**src/rtl/tlk2711_tx_framer.sv**
```systemverilog
// TLK2711 transmit framer: serialises wide DMA beats into 16-bit link words and
// wraps them in K-code delimited frames with header, number, length and checksum.
module tlk2711_tx_framer #(
  parameter int unsigned DATA_WIDTH  = 64,
  parameter int unsigned SYNC_CYCLES = 100000,
  parameter int unsigned GAP_CYCLES  = 256,
  parameter int unsigned BODY_WORDS  = 435
) (
  input  logic                  clk,
  input  logic                  rst,
  input  logic                  i_soft_reset,
  input  logic                  i_tx_start,
  input  logic                  i_tx_stop,
  input  logic [15:0]           i_last_frame,
  input  logic [15:0]           i_tail_bytes,
  input  logic                  i_s_valid,
  input  logic [DATA_WIDTH-1:0] i_s_data,
  output logic                  o_s_ready,
  output logic                  o_busy,
  output logic                  o_tx_done,
  output logic                  o_underflow,
  output logic [15:0]           o_frame_cnt,
  output logic                  o_2711_tkmsb,
  output logic                  o_2711_tklsb,
  output logic [15:0]           o_2711_txd
);

  localparam int unsigned   HW        = DATA_WIDTH / 16;
  localparam int unsigned   IW        = (HW > 1) ? $clog2(HW) : 1;
  localparam logic [IW-1:0] IDX_LAST  = IW'(HW - 1);
  localparam logic [31:0]   SYNC_LAST = 32'(SYNC_CYCLES - 1);
  localparam logic [31:0]   GAP_LAST  = 32'(GAP_CYCLES - 1);
  localparam logic [31:0]   BODY_LAST = 32'(BODY_WORDS - 1);
  localparam logic [15:0]   BODY_LEN  = 16'(BODY_WORDS * 2);

  localparam logic [3:0] S_IDLE  = 4'd0,  S_SYNC  = 4'd1,  S_SOF  = 4'd2,
                         S_HEAD0 = 4'd3,  S_HEAD1 = 4'd4,  S_SIGN = 4'd5,
                         S_FNUM  = 4'd6,  S_DLEN  = 4'd7,  S_DATA = 4'd8,
                         S_CHK   = 4'd9,  S_EOF   = 4'd10, S_GAP  = 4'd11;

  logic [3:0]            state, state_n;
  logic [31:0]           cnt, cnt_n;
  logic [DATA_WIDTH-1:0] beat;
  logic                  full;
  logic [IW-1:0]         idx;
  logic [15:0]           chk, last_q, tail_q, hw_word, data_word;
  logic [17:0]           word_n;
  logic                  stop_pend, stop_now, to_idle, frame_inc;
  logic                  is_final, idx_last, accept, consume;

  always_comb begin
    hw_word = '0;
    for (int unsigned i = 0; i < HW; i++)
      if (idx == IW'(i)) hw_word = beat[i*16 +: 16];
  end

  assign idx_last  = (idx == IDX_LAST);
  assign data_word = full ? hw_word : '0;
  assign is_final  = (o_frame_cnt == last_q);
  assign stop_now  = stop_pend | i_tx_stop;
  assign o_s_ready = o_busy & (~full | ((state == S_DATA) & idx_last));
  assign accept    = i_s_valid & o_s_ready;
  assign consume   = (state == S_DATA) & full;

  always_comb begin
    state_n   = state;
    cnt_n     = cnt;
    to_idle   = 1'b0;
    frame_inc = 1'b0;
    case (state)
      S_IDLE:  if (i_tx_start) begin state_n = S_SYNC; cnt_n = '0; end
      S_SYNC: begin
        if (stop_now) begin
          state_n = S_IDLE;
          to_idle = 1'b1;
        end else if (cnt == SYNC_LAST) begin
          state_n = S_SOF;
          cnt_n   = '0;
        end else cnt_n = cnt + 32'd1;
      end
      S_SOF:   state_n = S_HEAD0;
      S_HEAD0: state_n = S_HEAD1;
      S_HEAD1: state_n = S_SIGN;
      S_SIGN:  state_n = S_FNUM;
      S_FNUM:  state_n = S_DLEN;
      S_DLEN:  begin state_n = S_DATA; cnt_n = '0; end
      S_DATA: begin
        if (cnt == BODY_LAST) state_n = S_CHK;
        else cnt_n = cnt + 32'd1;
      end
      S_CHK:   state_n = S_EOF;
      S_EOF:   begin state_n = S_GAP; cnt_n = '0; end
      S_GAP: begin
        if (cnt != GAP_LAST) cnt_n = cnt + 32'd1;
        else if (is_final | stop_now) begin
          state_n = S_IDLE;
          to_idle = 1'b1;
        end else begin
          state_n   = S_SOF;
          frame_inc = 1'b1;
        end
      end
      default: state_n = S_IDLE;
    endcase
  end

  // Link word for the current state, registered onto the pins next cycle.
  always_comb begin
    word_n = '0;
    case (state)
      S_SYNC, S_GAP: word_n = {2'b01, 16'hC5BC};
      S_SOF:   word_n = {2'b11, 16'h5CFB};
      S_HEAD0: word_n = {2'b00, 16'hE116};
      S_HEAD1: word_n = {2'b00, 16'hEB90};
      S_SIGN:  word_n = {2'b00, is_final ? 16'h0181 : 16'h0081};
      S_FNUM:  word_n = {2'b00, o_frame_cnt};
      S_DLEN:  word_n = {2'b00, is_final ? tail_q : BODY_LEN};
      S_DATA:  word_n = {2'b00, data_word};
      S_CHK:   word_n = {2'b00, chk};
      S_EOF:   word_n = {2'b11, 16'hFDFE};
      default: word_n = '0;
    endcase
  end

  always_ff @(posedge clk) begin
    if (rst | i_soft_reset) begin
      state       <= S_IDLE;
      cnt         <= '0;
      beat        <= '0;
      full        <= 1'b0;
      idx         <= '0;
      chk         <= '0;
      last_q      <= '0;
      tail_q      <= '0;
      stop_pend   <= 1'b0;
      o_busy      <= 1'b0;
      o_tx_done   <= 1'b0;
      o_underflow <= 1'b0;
      o_frame_cnt <= '0;
      {o_2711_tkmsb, o_2711_tklsb, o_2711_txd} <= '0;
    end else begin
      state     <= state_n;
      cnt       <= cnt_n;
      o_busy    <= (state_n != S_IDLE);
      o_tx_done <= to_idle;
      {o_2711_tkmsb, o_2711_tklsb, o_2711_txd} <= word_n;

      if ((state == S_IDLE) && i_tx_start) begin
        last_q      <= i_last_frame;
        tail_q      <= i_tail_bytes;
        o_frame_cnt <= '0;
        o_underflow <= 1'b0;
      end else begin
        if (frame_inc) o_frame_cnt <= o_frame_cnt + 16'd1;
        if ((state == S_DATA) && !full) o_underflow <= 1'b1;
      end

      if (state_n == S_IDLE) stop_pend <= 1'b0;
      else if ((state != S_IDLE) && i_tx_stop) stop_pend <= 1'b1;

      // A beat accepted on the last half-word refills the gearbox in the same cycle.
      if (consume) begin
        if (idx_last) begin
          full <= 1'b0;
          idx  <= '0;
        end else idx <= idx + IW'(1);
      end
      if (accept) begin
        beat <= i_s_data;
        full <= 1'b1;
        idx  <= '0;
      end

      if (state == S_SOF) chk <= '0;
      else if (state == S_DATA) chk <= chk + data_word;
    end
  end

endmodule
```
**config.mk**
```make
export PLATFORM = sky130hd
export DESIGN_NAME = tlk2711_tx_framer
export DESIGN_NICKNAME = d
export VERILOG_FILES = /design/src/rtl/tlk2711_tx_framer.sv
export SDC_FILE = /design/constraint.sdc
export NUM_CORES = 1
export LEC_CHECK = 0
export ABC_AREA = 1
export CAP_MARGIN = 20
export CORE_AREA = 2 2 266 163
export CTS_BUF_LIST = sky130_fd_sc_hd__clkbuf_8
export CTS_CLUSTER_DIAMETER = 150
export DETAILED_ROUTE_END_ITERATION = 12
export DIE_AREA = 0 0 268 165
export HOLD_SLACK_MARGIN = 0.15
export PLACE_DENSITY = 0.49
export SLEW_MARGIN = 15
export SYNTH_ARGS = -nofsm -noshare
export SYNTH_HDL_FRONTEND = slang
export SYNTH_SLANG_ARGS = --single-unit
```
**constraint.sdc**
```tcl
create_clock -name clk -period 3.3 [get_ports clk]
set_input_delay 0.33 -clock clk [delete_from_list [all_inputs] [get_ports clk]]
set_output_delay 0.33 -clock clk [all_outputs]
set_load 0.05 [all_outputs]
```
# Yosys cells after proc, flatten, opt, wreduce, memory -nomap -nowiden
# Cells that the tools add are included.
[word_totals]
reg_bits = 189
output_inout_bits = 38
[classes]
n_mux = 32
reduce_logical = 20
add_sub_neg = 4
bitwise_logic = 9
n_eq_ne = 22
[op_table]
columns = ["cell", "n"]
rows = [
  ["18-bit case mux with 10 select lines", 1],
  ["32-bit 2-to-1 mux", 5],
  ["32-bit case mux with 5 select lines", 1],
  ["16-bit 2-to-1 mux", 6],
  ["4-bit case mux with 12 select lines", 1],
  ["32-bit by 1-bit adder with 32-bit output, second input constant", 1],
  ["32-bit by 17-bit == test with 1-bit output, second input constant", 1],
  ["32-bit by 9-bit == test with 1-bit output, second input constant", 1],
  ["32-bit by 8-bit != test with 1-bit output, second input constant", 1],
  ["4-bit 2-to-1 mux", 5],
  ["16-bit by 1-bit adder with 16-bit output, second input constant", 1],
  ["16-bit adder", 1],
  ["16-bit == test", 1],
  ["4-bit by 3-bit == test with 1-bit output, second input constant", 4],
  ["4-bit == test, second input constant", 4],
  ["2-bit OR reduction", 6],
  ["1-bit 2-to-1 mux", 9],
  ["9-bit 2-to-1 mux", 1],
  ["4-bit by 2-bit == test with 1-bit output, second input constant", 2],
  ["4-bit logical NOT", 2],
  ["2-bit != test, second input constant", 4],
  ["4-bit nonzero test", 2],
  ["5-bit AND reduction", 1],
  ["5-bit nonzero test", 1],
  ["other kinds (14)", 25],
]

# Longest topological paths before layout
# Gate-level depths: netlist (run 1).
[logic_depth]
word_depth = 7
depth_mapped = 24
depth_no_buf = 24

# Least setup slack after synthesis (run 1)
# OpenSTA, ideal clock, no wires.
[synth_timing]
path_type = "register to register"
from = "register idx[1]"
to = "register chk[10]"
t_required_ps = 3183
slack_ps = 485
setup_time_ps = 117
arrival_ps = 2698
n_path_buf = 1
stages_incl_launch_ff = 22
path_cell_list = "dfxtp_1 > inv_1 > ha_1 > inv_1 > nand2_1 > clkbuf_1 > o22ai_1 > nand2_1 > a21oi_1 > ha_1 > inv_1 > fa_1 > inv_1 > a21oi_1 > nor2_1 > nand2_1 > nand2_1 > a21boi_1 > nand2_1 > nand2_1 > nor2_1 > nor2_1"
[synth_between]
elab_chain_cells = 7
elab_cells_between_ends = 10
[synth_rtl]
columns = ["element", "line_no", "source"]
rows = [
  ["start, declared", "45", "logic [IW-1:0] idx;"],
  ["start signal, assigned", "166", "end else idx <= idx + IW'(1);"],
  ["2-bit logical NOT", "54", "if (idx == IW'(i)) hw_word = beat[i*16 +: 16];"],
  ["16-bit 2-to-1 mux (3 in a row)", "54", ""],
  ["16-bit 2-to-1 mux (*)", "54", ""],
  ["16-bit 2-to-1 mux (*)", "58", "assign data_word = full ? hw_word : '0;"],
  ["16-bit adder (*)", "175", "else if (state == S_DATA) chk <= chk + data_word;"],
  ["end signal, assigned", "175", ""],
  ["end, declared", "46", "logic [15:0] chk, last_q, tail_q, hw_word, data_word;"],
]
# Every way passes the cells marked *; elsewhere a longest branch is shown, timed or not.
# A chain may end at the register's enable or synchronous reset.

# Final worst setup path (run 1)
# Ends and elaborated chain as after synthesis.

==> impl_results.md, run 1 <==
- Status: complete, no violations
- Core Footprint: 41600 um2
- Worst VDD drop: 240 uV
- Initial Util: 24.8%
- Fin util: 30.7%
- HP Start: i_s_data[33]
- Gr ovfl total: 0
- Placer Congestion: 0.945
- Placed cells: 2200
- Req. time, crit path: 3.74 ns
- Max Slew Vio Count: 0
- Ports: 140
- Hold crit path type: in2reg
- Final period util: 91.9%
- DRT Wirelength: 40.7 mm
- Synth area leader: dfxtp_1
- MaxCap Viol Count: 0
- WP data arrival: 3.48 ns
- Buffers on Ports: 139
- TritonCTS buffer count: 17
- Drt wl/cell: 18.2 um
- Commonest non-fill, non-tap cell in the layout: nand2_1
- Hold path endpoint: beat[33]
- R2R depth: 18
- Slew @ Worst Pin: 0.810 ns
- Die footprint: 44200 um2
- Prevailing post-synth register cell: dfxtp_1
- CTS tree: done
- Sink Count: 189
- Crit-path max FO: 15
- Pwr Density: 346 nW/um2
- Hold Path Depth: 3
- Sequential fraction of the synthesis area: 36.7%
- Post-Syn Instances: 1533
- Clock tree buffer depth: 2
- Fin nets: 1773
- FFs w/ async S/R, synth: 0%
- Hpwl dp: 32.3 mm
- Relative slew margins: 45.4%
- CP Class: reg2reg
- Leakage: 4.55 nW
- Root Buffer: clkbuf_8
- Synth Area per Inst: 6.72 um2
- RR Endpoint: chk[10]
- Die Wd: 268 um
- Nature of the critical path startpoint: flip-flop
- DRT antenna net count: 0
- Htree depth: 4
- Minimum hold slack: 0.340 ns
- Die height: 165 um
- Vias in the first global route: 9657
- Clk slew on worst S/H paths: 0.13 ns
- Residual DRC: 0
- DRT iter0 DRCs: 1166
- Final non-filler cell total: 2234
- CP endpoint kind: flip-flop
- Final setup violating endpoints: 0
- Via count: 10700
- Initial antenna violation count: 4
- Post-CTS setup buffers: 0
- Tmin final: 3.03 ns
- Via density: 4.79
- Netlist Area Pre-Place: 10300 um2
- Register bit count reported by yosys: 189
- Layout cells sized above 1: 7.64%
- Finished Cell Area: 12800 um2
- Unique masters post-synth: 47
- Worst Skew: 0.0288 ns
- All-Layer GR Usage: 18.5%
- Share of the synthesized area in the top cell type: 36.7%
- Main area contributors after synthesis: dfxtp_1, nand2_1, a21oi_1
- First-pass GRT wire length: 60.7 mm
- # rows: 58
- Commonest cells after routing, fill and taps aside: nand2_1, a21oi_1, dfxtp_1
- Setup TNS: 0 ns
- Yosys warns: 0
- Reg2reg start: idx[1]
- Clk_lat worst skew: 0.54 ns
- Post-DP Area: 12300 um2
- Final count of hold timing violations: 0
- Area growth from synthesis to layout: 24.0%
- Post-synth net total: 1657
- Fmax: 330 MHz
- Pre-Repair DR Iteration Count: 5
- Post-synth EDFFs: 0
- Largest net degree at the start of global routing: 61
- Flop2flop setup slack: 0.27 ns
-- per-stage QoR --
stage	worst slack, ns	total power [mW]
2_1_floorplan	0.485	2.56
4_1_cts	0.171	4.47
5_1_grt	-0.0493	4.59
3_3_place_gp	0.197	2.76
3_5_place_dp	0.169	2.76
6_report	0.267	4.42
-- logic make-up after synthesis --
logic type      Yosys count  synth area share (%)
fa+ha+maj                22                  2.74
buf+inv                 262                  10.3
xor+xnor                 48                  4.08
flops                   189                  36.7
compound gates          362                  18.9
simple gates            650                  27.2
-- final cells by class --
type	count	area, um2
fill	4525	28800
inverter	189	711
sequential	189	3790
timing repair buffer	170	1620
clock buffer	17	234
tap	570	713
clock inverter	15	199
antenna	2	5.00
multi-input combinational	1082	5510
-- cells in the mapped netlist (all sizes together), types with 20 or more instances --
cell      n
nand2   372
a21oi   207
dfxtp   189
inv     188
nor2    125
o21ai    97
nand3    72
clkbuf   47
nor3     33
nand4    32
xor2     28
buf      26
ha       21
xnor2    20
-- worst max-delay path by stage --
stage | startpoint | end | cells past startpoint
2_1_floorplan | idx[1] | chk[10] | 21
3_3_place_gp | idx[1] | chk[15] | 19
3_5_place_dp | idx[1] | chk[10] | 18
4_1_cts | idx[1] | chk[10] | 18
5_1_grt | idx[1] | chk[15] | 22
6_report | idx[1] | chk[10] | 18
-- worst max-delay path, cell delays in order, from the launching register on --
cell,delay [ns]
dfxtp_2,0.36
inv_1,0.08
ha_1,0.18
inv_1,0.07
buf_4,0.19
o22ai_1,0.21
nand2_1,0.18
a21oi_1,0.22
ha_1,0.31
a21oi_1,0.22
o21ai_0,0.13
a21oi_2,0.19
nor2_1,0.06
nand2_1,0.09
nand2_1,0.08
a21boi_1,0.17
nor2_1,0.06
nor2_1,0.10
nor2_1,0.04
-- sequential cells by signal (all words and copies together) (netlist names) --
register and cells:
chk 16, o_tx_done 1, tail_q 16, beat 64, idx 2, o_underflow 1, o_2711_txd 16, o_frame_cnt 16
o_2711_tkmsb 1, o_busy 1, full 1, state 4, cnt 32, stop_pend 1, o_2711_tklsb 1, last_q 16
-- per-layer routing --
layer	up-vias	part of all wire [%]	GRT usage, %
met3	29	8.0	3.59
li1	5266	-	-
met5	-	0.052	0
met4	4	1.1	4.01
met1	5023	54	30.4
met2	383	37	23.7
-- where the power goes --
group          switching [mW]  total (mW)  internal, mW  leakage, nW
clock                    1.10        1.71         0.602        0.214
sequential             0.0152        2.32          2.31         1.53
combinational           0.220       0.388         0.167         2.80
-- repair_timing --
action | CTS | global route
resized for setup | 0 | 14
endpoints found under the setup margin | 0 | 8
hold buffers | 0 | 0
(Power assumes the default switching activity.)
==> run 2, diff against run 1 <==
--- a/config.mk
+++ b/config.mk
@@ -12,8 +12,8 @@
 export CTS_CLUSTER_DIAMETER = 150
 export DETAILED_ROUTE_END_ITERATION = 12
 export DIE_AREA = 0 0 268 165
+export GPL_ROUTABILITY_DRIVEN = 0
 export HOLD_SLACK_MARGIN = 0.15
-export PLACE_DENSITY = 0.49
 export SLEW_MARGIN = 15
 export SYNTH_ARGS = -nofsm -noshare
 export SYNTH_HDL_FRONTEND = slang
==> impl_results.md, run 2 (synthesized netlist as in run 1, its figures left out) <==
- Status: complete, no violations
- Nature of the critical path startpoint: flip-flop
- Gr ovfl total: 0
- Internal Power: 3.06 mW
- Commonest non-fill, non-tap cell in the layout: nand2_1
- Reg with most FFs: beat
- Worst Skew: 0.0311 ns
- Pre-Repair DR Iteration Count: 6
- Gate power share: 9.0%
- Root Buffer: clkbuf_8
- Total power: 4.31 mW
- Hold crit path type: in2reg
- Final count of hold timing violations: 0
- Hold Buf Count CTS: 0
- # diodes: 0
- Core Footprint: 41600 um2
- Vias in the first global route: 9596
- Worst Path Buf+Inv: 3
- CTS tree: done
- DRT antenna net count: 0
- Htree depth: 4
- Sw power: 1.25 mW
- Drt wl/cell: 16.8 um
- Crit-path most repeated cell: nand2_1
- MaxCap Viol Count: 0
- Via count: 10900
- Top delay family on crit path: simple AND/OR/NAND/NOR gates
- HP Start: i_s_data[46]
- Clk slew on worst S/H paths: 0.12 ns
- Layout cells sized above 1: 6.36%
- Slew @ Worst Pin: 0.711 ns
- Crit-path slowest cell: dfxtp_1
- Commonest cells after routing, fill and taps aside: nand2_1, a21oi_1, dfxtp_1
- Die footprint: 44200 um2
- DRT iter0 DRCs: 1306
- Register share of total power: 53.9%
- CP Class: reg2reg
- Clk_lat worst skew: 0.50 ns
- Final setup violating endpoints: 0
- Area growth from synthesis to layout: 22.8%
- All-Layer GR Usage: 16.8%
- Worst VDD drop: 184 uV
- Top flop regs: beat: 64 flops, cnt: 32 flops
- Sw frac: 29.1%
- TritonCTS buffer count: 17
- CP endpoint kind: flip-flop
- Largest net degree at the start of global routing: 71
- Crit-path max FO: 15
- Reg2reg start: idx[0]
- Sink Count: 189
- Ports: 140
- RSZ-0062 raised after global routing: false
- Leakage: 4.49 nW
- Final period util: 93.6%
- Initial Util: 24.8%
- Max Slew Vio Count: 0
- First-pass GRT wire length: 56.2 mm
- Crit-path cells: inv_1 -> ha_1 -> buf_4 -> a21oi_1 -> a21oi_2 -> ha_1 -> nand2_1 -> nand2_1 -> nand2_1 -> nand3_1 -> nand2_1 -> nand3_1 -> nand3b_1 -> nand2_1 -> nand2_1 -> nand2_1 -> nand2_1 -> nand3_1 -> nand2_1 -> inv_1
- Buffers on Ports: 139
- Die Wd: 268 um
- Fmax: 324 MHz
- Hpwl dp: 29.5 mm
- Max reg flops: 64
- Via density: 4.91
- WP data arrival: 3.48 ns
- Fin nets: 1762
- Die height: 165 um
- Pwr Density: 341 nW/um2
- Residual DRC: 0
- # rows: 58
- Clock power frac: 37.1%
- Setup TNS: 0 ns
- Highest cell delay on the worst timing path: 0.41 ns
- Initial antenna violation count: 3
- Worst setup path start: idx[0]
- Relative slew margins: 52.0%
- Clock tree buffer depth: 2
- Req. time, crit path: 3.69 ns
- Tmin final: 3.09 ns
- DRT Wirelength: 37.3 mm
-- run 2: changes by cell type in the layout (fill, tap and decap cells not counted), sizes merged --
cell    delta
buf       -11
clkinv     -3
inv        +3
diode      -2
-- run 2: tightest hold or removal path: stages --
cell and delay, ns:
clkdlybuf4s50_1 0.39, nand2_1 0.06, a21oi_1 0.05
-- run 2: layout make-up --
type / instances / area, um2
Tap cell: 570 / 713
Fill cell: 4497 / 28900
Inverter: 189 / 713
Clock buffer: 17 / 234
Sequential cell: 189 / 3780
Clock inverter: 15 / 166
Multi-Input combinational cell: 1082 / 5480
Timing Repair Buffer: 159 / 1560
-- run 2: layer usage --
metal	vias up	GRT usage (%)	wire [um]
met5	-	0	13
met4	2	4.37	602
met3	44	4.23	3850
met2	518	22.4	14500
met1	5102	25.9	18400
li1	5247	-	-
-- run 2: worst paths after layout --
kind                             endpoint  slack, ns  depth (start not counted)
worst max-delay path              chk[13]       0.21                         20
worst min-delay path             beat[46]       0.38                          3
worst max register to register    chk[13]       0.21                         20
worst min register to register  tail_q[6]       0.47                          2
-- run 2: timing repair --
item | in CTS | in global routing
setup endpoints to repair | 0 | 10
resized for setup | 0 | 8
buffers inserted | 0 | 0
endpoints found under the hold margin | 0 | 0
-- run 2: through the flow --
stage	hold slack (ns)	setup slack (ns)	cells	util [%]	area (um2)
4_1_cts	0.337	0.149	2221	30.4	12600
3_3_place_gp	0.446	0.226	2189	29.4	12200
3_5_place_dp	0.451	0.189	2189	29.4	12200
2_1_floorplan	0.424	0.485	1533	-	10300
5_1_grt	0.351	0.0354	2221	30.4	12700
6_report	0.382	0.211	2221	30.4	12700
-- run 2: power by group through the flow --
stage / combinational (mW) / clock [mW] / sequential, mW
global route: 0.417 / 1.74 / 2.33
global placement: 0.384 / 0 / 2.38
detailed placement: 0.385 / 0 / 2.38
CTS: 0.386 / 1.66 / 2.33
floorplan: 0.177 / 0 / 2.38
finish: 0.386 / 1.60 / 2.33
